===== config.mk =====
export PLATFORM = sky130hd
export DESIGN_NAME = sample_delay_line_flat
export DESIGN_NICKNAME = d
export VERILOG_FILES = /design/src/rtl/sample_delay_line_if.sv /design/src/rtl/sample_delay_line.sv /design/src/flat_wrapper.sv
export SDC_FILE = /design/constraint.sdc
export NUM_CORES = 2
export LEC_CHECK = 0
export BUFFER_PORTS_ARGS = -buffer_cell sky130_fd_sc_hd__buf_2
export CORE_UTILIZATION = 30
export DETAILED_ROUTE_END_ITERATION = 16
export GPL_TIMING_DRIVEN = 0
export HOLD_SLACK_MARGIN = 0.12
export PLACE_DENSITY = 0.52
export SETUP_SLACK_MARGIN = 0.3
export SYNTH_ARGS = -nofsm -noshare
export SYNTH_HDL_FRONTEND = slang
export SYNTH_SLANG_ARGS = --single-unit
export TNS_END_PERCENT = 20

===== constraint.sdc =====
create_clock -name clk_in -period 6.5 [get_ports clk_in]
set_clock_uncertainty 0.1 [all_clocks]
set_input_delay 1.3 -clock clk_in [delete_from_list [all_inputs] [get_ports clk_in]]
set_output_delay 1.3 -clock clk_in [all_outputs]
set_load 0.1 [all_outputs]

===== src/rtl/sample_delay_line_if.sv =====
// Sample-stream bus between the sample source and the programmable delay line.
// The master drives the sample and its controls; the slave returns the delayed output.
interface sample_delay_line_if #(
    parameter int WIDTH      = 14,
    parameter int DEPTH_LOG2 = 8
);
    logic                    sample_strobe;
    logic signed [WIDTH-1:0] din;
    logic [DEPTH_LOG2-1:0]   delay;
    logic [1:0]              mode;
    logic signed [WIDTH-1:0] dout;
    logic                    dout_valid;
    logic                    primed;

    modport master (
        output sample_strobe, din, delay, mode,
        input  dout, dout_valid, primed
    );

    modport slave (
        input  sample_strobe, din, delay, mode,
        output dout, dout_valid, primed
    );
endinterface


===== src/rtl/sample_delay_line.sv =====
// Programmable N-sample delay line over a circular buffer.
// Modes: bypass, delay, echo (dry + half-scale delayed, saturated) and freeze.
module sample_delay_line #(
    parameter int WIDTH      = 14,
    parameter int DEPTH_LOG2 = 8
) (
    input  logic                clk_in,
    input  logic                reset,
    sample_delay_line_if.slave  bus
);
    localparam int DEPTH = 1 << DEPTH_LOG2;

    localparam logic [DEPTH_LOG2-1:0] PTR_ONE  = {{(DEPTH_LOG2-1){1'b0}}, 1'b1};
    localparam logic [DEPTH_LOG2-1:0] FILL_MAX = '1;
    localparam logic signed [WIDTH-1:0] SAT_MAX = {1'b0, {(WIDTH-1){1'b1}}};
    localparam logic signed [WIDTH-1:0] SAT_MIN = {1'b1, {(WIDTH-1){1'b0}}};

    typedef enum logic [1:0] {
        MODE_BYPASS = 2'b00,
        MODE_DELAY  = 2'b01,
        MODE_ECHO   = 2'b10,
        MODE_FREEZE = 2'b11
    } mode_e;

    logic signed [WIDTH-1:0] mem [DEPTH];
    logic [DEPTH_LOG2-1:0]   wp;
    logic [DEPTH_LOG2-1:0]   fill;
    logic [DEPTH_LOG2-1:0]   rp;
    logic                    history_ok;
    logic signed [WIDTH-1:0] delayed;
    logic signed [WIDTH:0]   echo_wide;
    logic signed [WIDTH-1:0] echo_sat;
    logic signed [WIDTH-1:0] dout_next;
    mode_e                   mode;

    assign mode = mode_e'(bus.mode);

    // NOTE: every always_comb output gets a default first so no path can infer a latch.
    always_comb begin
        rp         = wp - bus.delay;
        history_ok = (bus.delay == '0) || (fill >= bus.delay);
        delayed    = '0;
        echo_wide  = '0;
        echo_sat   = '0;
        dout_next  = '0;

        // delay==0 takes din directly, so the RAM is never read at the address being written.
        if (bus.delay == '0)
            delayed = bus.din;
        else if (history_ok)
            delayed = mem[rp];

        echo_wide = (WIDTH+1)'(bus.din) + (WIDTH+1)'(delayed >>> 1);
        if (echo_wide[WIDTH] != echo_wide[WIDTH-1])
            echo_sat = echo_wide[WIDTH] ? SAT_MIN : SAT_MAX;
        else
            echo_sat = echo_wide[WIDTH-1:0];

        unique case (mode)
            MODE_BYPASS: dout_next = bus.din;
            MODE_DELAY:  dout_next = delayed;
            MODE_ECHO:   dout_next = echo_sat;
            MODE_FREEZE: dout_next = bus.dout;
        endcase
    end

    // NOTE: the sample RAM has no reset; stale entries are hidden by the fill count instead.
    always_ff @(posedge clk_in) begin
        if (!reset && bus.sample_strobe && mode != MODE_FREEZE)
            mem[wp] <= bus.din;
    end

    // NOTE: sequential state uses non-blocking assignments so every register samples pre-edge values.
    always_ff @(posedge clk_in) begin
        if (reset) begin
            wp             <= '0;
            fill           <= '0;
            bus.dout       <= '0;
            bus.dout_valid <= 1'b0;
            bus.primed     <= 1'b0;
        end else begin
            bus.dout_valid <= bus.sample_strobe;
            if (bus.sample_strobe) begin
                bus.primed <= history_ok;
                bus.dout   <= dout_next;
                if (mode != MODE_FREEZE) begin
                    wp   <= wp + PTR_ONE;
                    fill <= (fill == FILL_MAX) ? fill : fill + PTR_ONE;
                end
            end
        end
    end
endmodule


===== src/flat_wrapper.sv =====
// flat-port wrapper written by rule: the top's interface ports become plain ports
module sample_delay_line_flat 
#(
    parameter int WIDTH      = 14,
    parameter int DEPTH_LOG2 = 8
)
  (clk_in, reset, bus_sample_strobe, bus_din, bus_delay, bus_mode, bus_dout, bus_dout_valid, bus_primed);
  sample_delay_line_if #(.WIDTH(WIDTH), .DEPTH_LOG2(DEPTH_LOG2)) bus_i ();
  input  logic clk_in;
  input  logic reset;
  input wire logic [$bits(bus_i.sample_strobe)-1:0] bus_sample_strobe;
  input wire logic [$bits(bus_i.din)-1:0] bus_din;
  input wire logic [$bits(bus_i.delay)-1:0] bus_delay;
  input wire logic [$bits(bus_i.mode)-1:0] bus_mode;
  output wire logic [$bits(bus_i.dout)-1:0] bus_dout;
  output wire logic [$bits(bus_i.dout_valid)-1:0] bus_dout_valid;
  output wire logic [$bits(bus_i.primed)-1:0] bus_primed;
  assign bus_i.sample_strobe = bus_sample_strobe;
  assign bus_i.din = bus_din;
  assign bus_i.delay = bus_delay;
  assign bus_i.mode = bus_mode;
  assign bus_dout = bus_i.dout;
  assign bus_dout_valid = bus_i.dout_valid;
  assign bus_primed = bus_i.primed;
  sample_delay_line #(.WIDTH(WIDTH), .DEPTH_LOG2(DEPTH_LOG2)) u_core (.clk_in(clk_in), .reset(reset), .bus(bus_i));
endmodule

==> run summary <==
Dpl cell area -> 157,000 sq um
Worst Path Required -> 7280 ps
Dominant synthesized flop cell -> edfxtp_1
CP top delay family -> compound AO/OA/AOI/OAI gates
GRT Residual Overflow -> 0
Final setup fails -> 14
Routed wire length -> 640,000 um
Worst path depth -> 24
Deepest clock path buffer count -> 4
Vias in the first global route -> 78,800
Post-synth EDFFs -> 3,584
Fmax -> 0.146 GHz
Final Hold Viols -> 0
Final nets -> 7,915
Power Density -> 333 nW/um^2
Routability cong. -> 1.08
Syn Std Cell Area -> 142,000 sq um
Worst R2R Path Depth -> 24
P_leak -> 56.4 nW
CTS tree -> yes
VDD IR max -> 248 uV
Failing checks -> setup timing
Synth unique cells -> 82
Layout cell share with drive strength beyond 1 -> 0.369
Largest stage delay, worst path -> 500 ps
# DRC -> 0
Max-slew headroom -> 0.0169
Status -> complete, but fails checks
RSZ-0062 raised after global routing -> yes
YS warnings -> 0
Synthesis-stage register bit count -> 3,616
Synth async-reset ratio -> 0
Worst-path clk slew -> 60 ps
Row count -> 252
Synth-to-layout area growth -> 25.2%
Min Tclk post-route -> 6860 ps
Critical path class -> reg2reg
Initial core utilization -> 0.302
Max-Cap Viols -> 0
Largest net degree at the start of global routing -> 157
Worst Tran Pin Value -> 1470 ps
CTS root buffer -> clkbuf_16
Vias per std cell -> 5.93
Initial DRC Count -> 16,300
Initial antenna violation count -> 67
Buf/Inv on CP -> 5
PortBufs -> 42
DIE HEIGHT -> 690 um
Final slew viol count -> 0
Placement Setup Slack -> -5240 ps
DRT Pass-1 Iters -> 9
Syn Inst Count -> 6,825
H-tree lvl count -> 5
Num CTS Buffers -> 389
Clk sink count -> 3,616
Final setup margin -> -364 ps
HPWL after detailed placement -> 434,000 um
Hold Path Stages -> 2
Post-Syn Area per Cell -> 20.8 sq um
Die area -> 477,000 sq um
Post-route cell area -> 178,000 sq um
Critical Path Most Common Cell -> o211ai_1
Seq/Total Area, Yosys -> 0.762
Die Wd -> 690 um
Maximum fanout along the worst path -> 10
Crit end category -> flop
Ports -> 43
CP max stage cell -> buf_4
Final Cycle Share -> 1.06
Mapped Nets -> 6,895
Worst setup SP type -> flop
Worst skew pair latency -> 1050 ps
Placeable Area -> 471,000 sq um
Crit-path cells -> inv_4 > ha_4 > fa_2 > xor2_4 > buf_6 > buf_4 > clkbuf_8 > nand2_1 > a21oi_1 > a21oi_4 > a221oi_2 > o211ai_1 > o2111ai_4 > buf_12 > ha_1 > o21ai_0 > nand2b_1 > o41ai_2 > o211ai_1 > a21oi_2 > o21ai_4 > a21o_1 > a221o_1 > o2bb2ai_1
Post-DRT Antenna Nets -> 0
All-Layer GR Usage -> 0.260
Utilization after layout -> 0.378
CP arrival -> 7640 ps
Vias after detailed routing -> 85,500
Worst Hold Class -> reg2reg
Global-route wire length before repair -> 810,000 um
Drt wl/cell -> 44.4 um
[cell type report]
cell class              instances  area [sq um]
flip-flops and latches       3616        108000
diodes                         40           100
plain buffers                 408          6140
repair buffers                628          8870
fillers                     42300        293000
clock inverters               259          2500
multi-input cells            2768         34200
clock buffers                 450          9980
inverters                      34           153
well taps                    6223          7790
[worst reg2reg max path: stages (launching register included)]
cell and delay [ps]:
dfxtp_4 360, inv_4 40, ha_4 150, fa_2 480, xor2_4 370, buf_6 370
buf_4 550, clkbuf_8 430, nand2_1 150, a21oi_1 430, a21oi_4 140, a221oi_2 420
o211ai_1 330, o2111ai_4 210, buf_12 170, ha_1 280, o21ai_0 180, nand2b_1 120
o41ai_2 70, o211ai_1 230, a21oi_2 320, o21ai_4 140, a21o_1 220, a221o_1 330
o2bb2ai_1 120
[cells by family after synthesis]
logic type / share of synthesized area
xor gates and xnor gates: 0.00172
muxes: 0.157
AOI/OAI and AO/OA: 0.0221
and+or+nand+nor: 0.0368
adders and majority gates: 0.00389
DFF: 0.762
buffers and inverters: 0.0167
[what timing repair did]
| action | CTS | global route |
|---|---|---|
| hold buffers | 0 | 0 |
| setup endpoints to repair | 54 | 538 |
| gates cloned | 5 | 5 |
| pin swaps | 67 | 69 |
| gates resized for setup | 1090 | 270 |
| buffers inserted | 123 | 169 |
[path summary, 6_finish.rpt]
check | slack (ps) | end | from
worst max-delay path | -360 | u_core.bus.dout[12] | u_core.wp[0]
worst min register to register | 420 | u_core.bus.primed | u_core.bus.primed
worst min-delay path | 420 | u_core.bus.primed | u_core.bus.primed
worst max register to register | -360 | u_core.bus.dout[12] | u_core.wp[0]
[through the flow]
stage / total power, mW / hold WS [ps] / cells / setup TNS (ps)
after detailed placement: 35.2 / 403 / 13400 / -498930
final: 59.3 / 418 / 14400 / -3960
after global placement: 35.2 / 420 / 13100 / -2442880
after floorplan: 30.1 / 370 / 6825 / 0
after CTS: 58.1 / 411 / 14200 / -903
after global routing: 60.0 / 443 / 14400 / -1940
[layer usage]
metal,GRT usage,vias to the layer above,wire [um]
met5,0.00360,-,494
met4,0.168,36,49000
met3,0.108,1623,95600
met2,0.369,7189,268000
met1,0.327,46100,227000
li1,-,30600,-
[sequential cells by signal, indices dropped and copies added, names as in the netlist]
signal,count
u_core.bus.dout,14
u_core.bus.dout_valid,1
u_core.bus.primed,1
u_core.fill,8
u_core.mem,3584
u_core.wp,8
[synth_stat cells (41+ instances only)]
library cell,n,area (sq um)
buf_4,66,495
buf_2,129,646
o21ai_0,57,285
edfxtp_1,3584,108000
ha_1,41,513
nor2_1,334,1250
a21oi_1,73,365
nand3_1,191,956
and3_1,58,363
nand2_1,504,1890
mux2i_1,103,1030
clkbuf_1,150,563
mux4_2,943,21200
[where the power goes]
group	internal (mW)	total [mW]	switching, mW
registers	25.6	25.7	0.0146
clock network	12.4	22.2	9.75
logic	3.99	11.5	7.53
[layout by cell type, fill, tap and decap left out, types with 105 or more instances in the layout]
cell type and n:
buf_12 123, buf_16 176, buf_4 261, buf_8 235, clkbuf_16 410, clkinv_1 105, edfxtp_1 3584, mux4_2 943
nand2_1 497, nand3_1 177, nor2_2 251
(Power assumes the default switching activity.)
